<file path="src/rtl/fp_normalize_if.sv">
// fp_normalize_if -- handshake and data bundle between the FP adder, the
// normalizer and the exception-check stage.
//   in_valid/in_ready   : upstream handshake for sum_frac/exp_in/s_in
//   sum_frac[24:0]      : raw significand sum (24 carry, 23 hidden one)
//   exp_in[7:0], s_in   : biased exponent of the larger operand, result sign
//   out_valid/out_ready : downstream handshake for frac/exp/s
//   frac[31:0]          : normalized significand in [23:0], [31:24] zero
//   exp[7:0], s         : saturated biased exponent, sign
// Modports: master = producer/consumer side (testbench or neighbours),
//           slave  = the normalizer itself.
interface fp_normalize_if;
  logic        in_valid;
  logic        in_ready;
  logic [24:0] sum_frac;
  logic [7:0]  exp_in;
  logic        s_in;
  logic        out_valid;
  logic        out_ready;
  logic [31:0] frac;
  logic [7:0]  exp;
  logic        s;

  modport master (
    output in_valid, sum_frac, exp_in, s_in, out_ready,
    input  in_ready, out_valid, frac, exp, s
  );

  modport slave (
    input  in_valid, sum_frac, exp_in, s_in, out_ready,
    output in_ready, out_valid, frac, exp, s
  );
endinterface

</file>
<file path="src/rtl/fp_normalize.sv">
// fp_normalize -- post-add normalization of an FP32 significand sum.
// Accepts one raw sum, then normalizes it one step per cycle: a carry out
// is absorbed by a single right shift, leading zeros are removed by left
// shifts one bit per cycle, with exponent saturation to 255 and flush to
// zero on underflow. The result is held until the downstream accepts it.
// Ports:
//   clk - rising-edge clock
//   rst - synchronous active-high reset
//   b   - fp_normalize_if.slave (input/output handshakes and data)
// Compile option:
//   NORM_ROUND_EN - the carry right shift rounds to nearest even instead
//                   of truncating; a rounding carry costs one more step.
module fp_normalize (
  input  logic              clk,
  input  logic              rst,
  fp_normalize_if.slave     b
);
  typedef enum logic [1:0] {IDLE, NORM, DONE} state_t;

  state_t      state;
  logic [24:0] w;         // working significand, carry in bit 24
  logic [7:0]  e;         // working exponent
  logic        sg;
  logic        in_rdy_r;
  logic        out_vld_r;
  logic [24:0] rs;        // significand after the carry right shift

`ifdef NORM_ROUND_EN
  // Round half to even: increment when the dropped bit and the new LSB are 1.
  always_comb begin
    rs = {1'b0, w[24:1]} + {24'd0, w[0] & w[1]};
  end
`else
  always_comb begin
    rs = {1'b0, w[24:1]};
  end
`endif

  always_ff @(posedge clk) begin
    if (rst) begin
      state     <= IDLE;
      in_rdy_r  <= 1'b1;
      out_vld_r <= 1'b0;
      w         <= '0;
      e         <= '0;
      sg        <= 1'b0;
    end else begin
      case (state)
        IDLE: begin
          if (b.in_valid) begin
            w        <= b.sum_frac;
            e        <= b.exp_in;
            sg       <= b.s_in;
            in_rdy_r <= 1'b0;
            state    <= NORM;
          end
        end
        NORM: begin
          if (w == 25'd0) begin
            e         <= 8'd0;
            out_vld_r <= 1'b1;
            state     <= DONE;
          end else if (e == 8'hFF) begin
            w         <= '0;
            out_vld_r <= 1'b1;
            state     <= DONE;
          end else if (w[24]) begin
            if (e >= 8'hFE) begin
              // exponent would reach 255: saturate to infinity
              w         <= '0;
              e         <= 8'hFF;
              out_vld_r <= 1'b1;
              state     <= DONE;
            end else begin
              w <= rs;
              e <= e + 8'd1;
              // rs[24] can only be set by a rounding carry; take another step
              if (!rs[24]) begin
                out_vld_r <= 1'b1;
                state     <= DONE;
              end
            end
          end else if (w[23]) begin
            out_vld_r <= 1'b1;
            state     <= DONE;
          end else if (e <= 8'd1) begin
            // cannot shift further without going subnormal: flush to zero
            w         <= '0;
            e         <= 8'd0;
            out_vld_r <= 1'b1;
            state     <= DONE;
          end else begin
            w <= {w[23:0], 1'b0};
            e <= e - 8'd1;
          end
        end
        DONE: begin
          if (b.out_ready) begin
            out_vld_r <= 1'b0;
            in_rdy_r  <= 1'b1;
            state     <= IDLE;
          end
        end
        default: begin
          state     <= IDLE;
          in_rdy_r  <= 1'b1;
          out_vld_r <= 1'b0;
        end
      endcase
    end
  end

  assign b.in_ready  = in_rdy_r;
  assign b.out_valid = out_vld_r;
  assign b.frac      = {8'd0, w[23:0]};
  assign b.exp       = e;
  assign b.s         = sg;
endmodule

</file>
<file path="src/flat_wrapper.sv">
// flat-port wrapper written by rule: the top's interface ports become plain ports
module fp_normalize_flat 
  (clk, rst, b_in_valid, b_sum_frac, b_exp_in, b_s_in, b_out_ready, b_in_ready, b_out_valid, b_frac, b_exp, b_s);
  fp_normalize_if b_i ();
  input  logic clk;
  input  logic rst;
  input wire logic [$bits(b_i.in_valid)-1:0] b_in_valid;
  input wire logic [$bits(b_i.sum_frac)-1:0] b_sum_frac;
  input wire logic [$bits(b_i.exp_in)-1:0] b_exp_in;
  input wire logic [$bits(b_i.s_in)-1:0] b_s_in;
  input wire logic [$bits(b_i.out_ready)-1:0] b_out_ready;
  output wire logic [$bits(b_i.in_ready)-1:0] b_in_ready;
  output wire logic [$bits(b_i.out_valid)-1:0] b_out_valid;
  output wire logic [$bits(b_i.frac)-1:0] b_frac;
  output wire logic [$bits(b_i.exp)-1:0] b_exp;
  output wire logic [$bits(b_i.s)-1:0] b_s;
  assign b_i.in_valid = b_in_valid;
  assign b_i.sum_frac = b_sum_frac;
  assign b_i.exp_in = b_exp_in;
  assign b_i.s_in = b_s_in;
  assign b_i.out_ready = b_out_ready;
  assign b_in_ready = b_i.in_ready;
  assign b_out_valid = b_i.out_valid;
  assign b_frac = b_i.frac;
  assign b_exp = b_i.exp;
  assign b_s = b_i.s;
  fp_normalize u_core (.clk(clk), .rst(rst), .b(b_i));
endmodule
</file>
<file path="config.mk">
export PLATFORM = sky130hd
export DESIGN_NAME = fp_normalize_flat
export DESIGN_NICKNAME = d
export VERILOG_FILES = /design/src/rtl/fp_normalize_if.sv /design/src/rtl/fp_normalize.sv /design/src/flat_wrapper.sv
export SDC_FILE = /design/constraint.sdc
export NUM_CORES = 1
export LEC_CHECK = 0
export BUFFER_PORTS_ARGS = -buffer_cell sky130_fd_sc_hd__buf_2
export CAP_MARGIN = 20
export CORE_MARGIN = 2
export CORE_UTILIZATION = 49
export DETAILED_ROUTE_END_ITERATION = 10
export GPL_TIMING_DRIVEN = 0
export PLACE_DENSITY_LB_ADDON = 0.1
export SKIP_LAST_GASP = 1
export SYNTH_ARGS = -nofsm -noshare
export SYNTH_HDL_FRONTEND = slang
export SYNTH_SLANG_ARGS = --single-unit
</file>
<file path="constraint.sdc">
create_clock -name clk -period 2.7 [get_ports clk]
set_input_delay 0.135 -clock clk [delete_from_list [all_inputs] [get_ports clk]]
set_output_delay 0.135 -clock clk [all_outputs]
set_load 0.03 [all_outputs]
</file>
== After elaboration in Yosys (flattened, before gate mapping) ==
Cells that the tools add are included.

* Logic and storage cells: 67
* Output and inout bits: 43
* Bits of input ports: 38
* Bits in registers: 38

* Add/sub/neg operators: 2
* Eq/ne operators: 10
* $lt $le $gt $ge: 2
* Bitwise operators: 2
* Reduce and logical (&&, ||, !) cells: 10
* Mux-type cells: 34

{| class="wikitable"
|+ Operator list
! operator !! count
|-
| 25-bit 2-to-1 mux || 5
|-
| 8-bit 2-to-1 mux || 7
|-
| 25-bit one-hot mux with 2 select lines || 1
|-
| 24-bit 2-to-1 mux || 2
|-
| 25-bit logical NOT || 1
|-
| 8-bit one-hot mux with 2 select lines || 1
|-
| 2-bit 2-to-1 mux || 7
|-
| 3-bit AND reduction || 4
|-
| 8-bit by 1-bit adder with 8-bit output (second input constant) || 1
|-
| 8-bit equality test (second input constant) || 1
|-
| 8-bit >= comparator (second input constant) || 1
|-
| 8-bit by 1-bit less-or-equal comparator with 1-bit output (second input constant) || 1
|-
| 1-bit 2-to-1 mux || 8
|-
| 4-bit by 3-bit inequality test with 1-bit output (second input constant) || 2
|-
| 4-bit AND reduction || 2
|-
| 8-bit by 1-bit subtractor with 8-bit output (second input constant) || 1
|-
| 2-bit inequality test (second input constant) || 3
|-
| 6-bit by 1-bit inequality test with 1-bit output (second input constant) || 1
|-
| 1-bit one-hot mux with 3 select lines || 2
|-
| 2-bit one-hot mux with 3 select lines || 1
|-
| 3-bit by 2-bit inequality test with 1-bit output (second input constant) || 1
|-
| 2-bit by 1-bit equality test with 1-bit output (second input constant) || 1
|-
| 2-bit equality test (second input constant) || 1
|-
| 2-bit logical NOT || 1
|-
| 3 further kinds || 4
|}

== Longest topological paths before layout ==
Gate-level depths: netlist (run 1).

* Word-level depth: 7
* Depth in mapped cells: 9
* Depth with buffers taken out: 7

== Worst setup path after synthesis (run 1) ==
OpenSTA, ideal clock, no wires.

* Path type: register to register
* From: register u_core.e[0], in the netlist u_core.b.exp[0]
* To: register u_core.w[17]
* Required time: 2,605 ps
* Data arrival time: 2,257 ps
* Path buffers: 2
* Slack: 348 ps
* Library setup time: 95 ps
* Cell stages (with the launch flop): 10
* Cell sequence: dfxtp_1 > inv_1 > ha_1 > o211a_1 > o21ai_1 > and3_1 > clkbuf_1 > clkbuf_1 > a222oi_1 > a221oi_1

* Longest elaborated chain between the ends: 7
* Elaborated cells between the ends (all ways): 12
* Classes of those cells: 2 x order compare; 2 x eq/ne; 7 x mux; 1 x reduce/logical

{| class="wikitable"
|+ Ends and longest elaborated chain
! element !! RTL line !! source
|-
| from (decl) || fp_normalize.sv:22 || <nowiki>logic [7:0] e;</nowiki>
|-
| from (signal assigned) || fp_normalize.sv:52 || <nowiki>e <= b.exp_in;</nowiki>
|-
| from (signal assigned) || fp_normalize.sv:76 || <nowiki>e <= e + 8'd1;</nowiki>
|-
| from (signal assigned) || fp_normalize.sv:94 || <nowiki>e <= e - 8'd1;</nowiki>
|-
| 8-bit by 1-bit less-or-equal comparator with 1-bit output || fp_normalize.sv:86 || <nowiki>end else if (e <= 8'd1) begin</nowiki>
|-
| 24-bit 2-to-1 mux || fp_normalize.sv:86 ||
|-
| 25-bit 2-to-1 mux || fp_normalize.sv:83 || <nowiki>end else if (w[23]) begin</nowiki>
|-
| 25-bit 2-to-1 mux || fp_normalize.sv:67 || <nowiki>end else if (w[24]) begin</nowiki>
|-
| 25-bit 2-to-1 mux || fp_normalize.sv:63 || <nowiki>end else if (e == 8'hFF) begin</nowiki>
|-
| 25-bit 2-to-1 mux || fp_normalize.sv:59 || <nowiki>if (w == 25'd0) begin</nowiki>
|-
| 25-bit one-hot mux with 2 select lines || fp_normalize.sv:48 || <nowiki>case (state)</nowiki>
|-
| to (signal assigned) || fp_normalize.sv:51 || <nowiki>w <= b.sum_frac;</nowiki>
|-
| to (signal assigned) || fp_normalize.sv:75 || <nowiki>w <= rs;</nowiki>
|-
| to (signal assigned) || fp_normalize.sv:93 || <nowiki>w <= {w[23:0], 1'b0};</nowiki>
|-
| to (decl) || fp_normalize.sv:21 || <nowiki>logic [24:0] w;</nowiki>
|}

Parallel ways exist; a longest one is shown, timed or not. The select of a mux whose other input is x is not followed.
A chain may end at the register's enable or synchronous reset.

== Final worst setup path (run 1) ==
* From: register u_core.e[0], in the netlist u_core.b.exp[0]
* To: register u_core.w[10]

Same word-level chain as after synthesis.

==> reports/results.ini, run 1 <==
[setup_path]
critPathKind = register to register
r2r_slack_ps = 210
cp.required_ps = 2900
crit_fanout = 10
cp_slowest_cell = dfxtp_1
cp_cell_sequence = inv_1 > ha_1 > o211a_1 > o21ai_1 > and3_1 > clkbuf_1 > clkbuf_2 > a222oi_1 > a221oi_1
worstReg2RegStart = u_core.b.exp[0]$_SDFFE_PP0P_
arrival_ps = 2690
reg2reg_depth = 9
critPathMaxStageDelay_ps = 520
start_kind = register
rr_endpoint = u_core.w[10]$_SDFFE_PP0P_
endpoint_kind = register

[sta]
rsz0062_at_grt = true
fin_skew_ps = 8.18
setup_viol = 0
max_slew_margin_pct = 63.5
period_share_pct = 92.3
setup_tns_ps = 0
clock.fmax_mhz = 401
maxSlewViolCount = 0
hold_violations = 0
tightest_slew_ps = 546
min_period_ps = 2490
holdWs_ps = 78.9

[min_path]
hold_depth = 3
whs_endpoint = u_core.b.s$_SDFFE_PP0P_
hp-start = b_s_in
hp-class = input pin to register

[power_and_ir_drop]
vdd_ir_drop_max_mv = 0.531
power_density_mw_per_mm2 = 799
p_leak_nw = 1.47
totalPowerFinal_mw = 2.57

[job]
max_cap_viol_count = 0

[layout]
multiInputGateArea_mm2 = 0.00150
drive_above_1_share_pct = 30.8
layoutNonFillerInstCount = 482
finalNetCount = 453
fillers = 491
fin_util_pct = 62.5
regArea_um2 = 761
syn2layout_area_growth_pct = 22.2
antenna_cells = 0

[placement]
port-buffer-count = 72
dpl.hpwl_um = 5710
gp_congestion = 0.939
place_inst = 474

[clock_tree]
clkTransAtPathRegs_ps = 80
post_cts_buffers = 0
ctsHoldBuffers = 0
clock_latency_ps = 290
cts_buffer_depth = 2
clockRootBuffer = clkbuf_8
cts_resized = 0
htreeDepth = 2
cts-buffers-inserted = 5
cts_tree = yes
cts_sinks = 38

[synthesis]
ys_warn_count = 0
yosysTopAreaCell = dfxtp_1
ys_top_cells_by_count = 38 x dfxtp_1, 32 x buf_4, 31 x nor2_1, 26 x a221oi_1, 25 x clkbuf_1
synth.most_common_cell = dfxtp_1
ys.flop_type = dfxtp_1
synth_top_area_share_pct = 28.9
yosysSeqAreaShare_pct = 28.9
async_flop_share_pct = 0
netlist_instances = 325
yosys-top-cells-area = dfxtp_1 29%, buf_4 9.1%, a221oi_1 8.7%
syn_avg_cell_area_um2 = 8.09
synth_area_mm2 = 0.00263
ys_ff_latch = 38
ys_types = 49
synth-edff-count = 0

[global_route]
grt_start_max_net_pins = 12
antenna_found_initial = 0
grt_first_pass_wirelength_um = 12800
grt_pass1_vias = 2617
grt_overflow = 0
grt.total_usage_pct = 26.2

[routing]
viasPerCell = 6.27
vias = 3024
routed_wl_um = 7910
drt_iter0_drc = 386
ant_nets = 0
first_pass_iters = 6
remaining_drc_errors = 0
wire_per_inst_um = 16.4

[die]
ios = 81
initial_utilization_pct = 51.2
rows = 26
dieArea_mm2 = 0.00597
core-area_mm2 = 0.00514
dieWidth_um = 77.3
die_h_um = 77.3

[outcome]
outcome = finished, final reports clean

## cells by family (layout without fill, tap and decap cells)
family                   count (synthesis)  in the layout  synth area share [%]
other                                    1              8                 0.143
AND/OR/NAND/NOR                         94             94                  18.7
flip-flops                              38             38                  28.9
adder cells (fa/ha/maj)                  4              4                  1.90
AO/OA/AOI/OAI                          117            117                  34.5
buffers and inverters                   69            149                  15.2
XOR/XNOR                                 2              2                 0.666
## flip-flops by register name, summed over array words and instances (netlist names)
name and cells:
u_core.b.out_valid 1, u_core.b.s 1, u_core.w 25, u_core.b.in_ready 1, u_core.state 2, u_core.b.exp 8
## metrics by stage
stage	setup WS (ps)	cell area, um^2
final	207	3210
after global routing	6.56	3210
after CTS	31.3	3210
after detailed placement	76.6	3100
after global placement	146	3100
after floorplan	348	2660
## final cells by class
| cell class | count | area share, % |
|---|---|---|
| multi-input cells | 225 | 46.6 |
| flip-flops and latches | 38 | 23.7 |
| plain buffers | 63 | 11.8 |
| repair buffers | 72 | 11.2 |
| well taps | 70 | 2.73 |
| clock buffers | 7 | 2.38 |
| clock inverters | 1 | 0.935 |
| inverters | 6 | 0.701 |
## critical path: cells and delay by family, from the launching register on
family / cells / cell delay [ps]
compound gates: 4 / 810
buf+inv: 3 / 660
flops: 1 / 520
fa+ha+maj: 1 / 220
simple gates: 1 / 170
## routing by layer
layer  share of wire (%)  vias to the layer above  global-route usage, %
li1                    -                     1403                      -
met5                   0                        -                      0
met3                 9.4                       12                   4.12
met4                 1.6                        0                   7.86
met2                  43                      194                   37.9
met1                  46                     1415                   39.8
## power by group
part           switching (mW)  leakage [nW]  total [mW]  internal, mW
Clock                   0.207        0.0524       0.484         0.277
Sequential              0.150         0.315       0.821         0.671
Combinational           0.766          1.10        1.26         0.496
## worst max path at each step
stage / start / endpoint / cells past startpoint / slack (ps)
after floorplan: u_core.b.exp[0]$_SDFFE_PP0P_ / u_core.w[17]$_SDFFE_PP0P_ / 9 / 350
after global placement: u_core.b.exp[0]$_SDFFE_PP0P_ / u_core.w[11]$_SDFFE_PP0P_ / 9 / 150
after detailed placement: u_core.b.exp[0]$_SDFFE_PP0P_ / u_core.w[10]$_SDFFE_PP0P_ / 9 / 80
after CTS: u_core.b.exp[0]$_SDFFE_PP0P_ / u_core.w[10]$_SDFFE_PP0P_ / 9 / 30
after global routing: u_core.b.exp[0]$_SDFFE_PP0P_ / u_core.w[10]$_SDFFE_PP0P_ / 9 / 7
final: u_core.b.exp[0]$_SDFFE_PP0P_ / u_core.w[10]$_SDFFE_PP0P_ / 9 / 210
## cell usage in the layout, fill, tap and decap left out, types with 4 or more instances in the layout
cell,synthesis,routed
a222oi_1,22,22
or3_1,5,5
inv_1,6,6
ha_1,4,4
o21ai_0,12,12
a221oi_1,26,26
nand3_1,4,4
a21o_1,4,4
a211oi_1,5,5
clkbuf_1,25,25
nor4_1,8,8
conb_1,1,8
clkbuf_8,0,5
buf_4,32,32
a21oi_1,16,16
buf_2,4,76
o31ai_1,4,4
nor2_1,31,31
dfxtp_1,38,38
nor3_1,7,7
nand2_1,16,16
o211a_1,5,5
Power figures use the tool's default switching activity.
==> run 2: changes to the inputs <==
RECOVER_POWER = 50   (was not set)
==> reports/results.ini, run 2 (synthesis gave the netlist of run 1 again) <==
[global_route]
grt_overflow = 0  ; unchanged
grt.total_usage_pct = 26.2  ; unchanged
grt_first_pass_wirelength_um = 12800  ; unchanged
grt_start_max_net_pins = 12  ; unchanged
antenna_found_initial = 0  ; unchanged
grt_pass1_vias = 2617  ; unchanged

[setup_path]
worstReg2RegStart = u_core.b.exp[0]$_SDFFE_PP0P_  ; unchanged
reg2reg_depth = 9  ; unchanged
cp.required_ps = 2900  ; about the same
critPathKind = register to register  ; unchanged
crit_fanout = 10  ; unchanged
arrival_ps = 2700  ; was 2690 ps
r2r_slack_ps = 200  ; was 210 ps
endpoint_kind = register  ; unchanged
start_kind = register  ; unchanged
rr_endpoint = u_core.w[10]$_SDFFE_PP0P_  ; unchanged

[min_path]
whs_endpoint = u_core.b.s$_SDFFE_PP0P_  ; unchanged
hp-start = b_s_in  ; unchanged
hp-class = input pin to register  ; unchanged
hold_depth = 3  ; unchanged

[routing]
remaining_drc_errors = 0  ; unchanged
vias = 2995  ; was 3024
viasPerCell = 6.21  ; was 6.27
routed_wl_um = 7870  ; was 7910 um
first_pass_iters = 6  ; unchanged
drt_iter0_drc = 410  ; was 386
wire_per_inst_um = 16.3  ; was 16.4 um
ant_nets = 0  ; unchanged

[sta]
hold_violations = 0  ; unchanged
tightest_slew_ps = 554  ; was 546 ps
maxSlewViolCount = 0  ; unchanged
period_share_pct = 92.6  ; was 92.3%
fin_skew_ps = 9.67  ; was 8.18 ps
clock.fmax_mhz = 400  ; was 401 MHz
max_slew_margin_pct = 63.0  ; was 63.5%
setup_tns_ps = 0  ; unchanged
setup_viol = 0  ; unchanged
worst_slack_ps = 199  ; was 207 ps
rsz0062_at_grt = true  ; unchanged
min_period_ps = 2500  ; was 2490 ps

[clock_tree]
clkTransAtPathRegs_ps = 80  ; about the same
cts-buffers-inserted = 5  ; unchanged
post_cts_buffers = 0  ; unchanged
clock_latency_ps = 290  ; about the same
cts_buffer_depth = 2  ; unchanged
cts_tree = yes  ; unchanged
htreeDepth = 2  ; unchanged
cts_sinks = 38  ; unchanged
clockRootBuffer = clkbuf_8  ; unchanged
ctsHoldBuffers = 0  ; unchanged
cts_resized = 0  ; unchanged

[layout]
syn2layout_area_growth_pct = 20.6  ; was 22.2%
multiInputGateArea_mm2 = 0.00150  ; unchanged
drive_above_1_share_pct = 22.8  ; was 30.8%
largest_register_ffs = 25  ; unchanged
fillers = 509  ; was 491
regMostFlops = u_core.w  ; unchanged
regArea_um2 = 761  ; unchanged
final_cell_mix = 58 x clkbuf_1, 43 x buf_2, 38 x dfxtp_1  ; was 76 x buf_2, 38 x dfxtp_1, 32 x buf_4
layout_commonest_cell = clkbuf_1  ; was buf_2
antenna_cells = 0  ; unchanged
finalNetCount = 453  ; unchanged

[die]
rows = 26  ; unchanged
core-area_mm2 = 0.00514  ; unchanged
dieWidth_um = 77.3  ; unchanged
ios = 81  ; unchanged
initial_utilization_pct = 51.2  ; unchanged
dieArea_mm2 = 0.00597  ; unchanged
die_h_um = 77.3  ; unchanged

[placement]
pre_cts_ws_ps = 76.6  ; unchanged
port-buffer-count = 72  ; unchanged
gp_congestion = 0.939  ; unchanged
dpl.hpwl_um = 5710  ; unchanged

[job]
max_cap_viol_count = 0  ; unchanged

[power_and_ir_drop]
p_leak_nw = 1.35  ; was 1.47 nW
power_density_mw_per_mm2 = 801  ; was 799 mW/mm^2
totalPowerFinal_mw = 2.54  ; was 2.57 mW
vdd_ir_drop_max_mv = 0.524  ; was 0.531 mV

[outcome]
outcome = finished, final reports clean  ; unchanged

==> run 2: final cells by class <==
class	instances	share of cell area [%]
plain buffers	63	12.0
clock buffers	7	2.41
repair buffers	72	10.1
multi-input cells	225	47.2
clock inverters	1	0.947
inverters	6	0.710
flip-flops and latches	38	24.0
well taps	70	2.76
==> run 2: where the power goes <==
part,switching (mW),internal (mW)
sequential,0.150,0.671
clock,0.204,0.277
combinational,0.769,0.469
==> run 2: per-layer routing <==
layer | vias up | global-route usage, % | part of all wire [%]
met5 | - | 0 | 0
li1 | 1405 | - | -
met1 | 1383 | 39.8 | 45
met4 | 0 | 7.86 | 1.3
met3 | 11 | 4.12 | 10
met2 | 196 | 37.9 | 43
==> run 2: per-stage QoR <==
stage,std cells,utilization [%],cell area (um^2),hold slack [ps]
6_report,482,61.7,3170,82.3
5_1_grt,482,61.7,3170,98.9
4_1_cts,482,62.5,3210,73.6
3_5_place_dp,474,60.4,3100,388
3_3_place_gp,474,60.4,3100,378
2_1_floorplan,332,-,2660,271
==> run 2: worst max-delay path, cell delays in order (launching register included) <==
cell and delay (ps):
dfxtp_1 530, inv_1 140, ha_1 220, o211a_1 240, o21ai_1 130, and3_1 170, clkbuf_1 230, clkbuf_2 280
a222oi_1 120, a221oi_1 330
==> run 2: worst max path at each step <==
stage	to	slack, ps	startpoint
CTS	u_core.w[10]$_SDFFE_PP0P_	30	u_core.b.exp[0]$_SDFFE_PP0P_
detailed placement	u_core.w[10]$_SDFFE_PP0P_	80	u_core.b.exp[0]$_SDFFE_PP0P_
global placement	u_core.w[11]$_SDFFE_PP0P_	150	u_core.b.exp[0]$_SDFFE_PP0P_
global route	u_core.w[10]$_SDFFE_PP0P_	7	u_core.b.exp[0]$_SDFFE_PP0P_
finish	u_core.w[10]$_SDFFE_PP0P_	200	u_core.b.exp[0]$_SDFFE_PP0P_
floorplan	u_core.w[17]$_SDFFE_PP0P_	350	u_core.b.exp[0]$_SDFFE_PP0P_
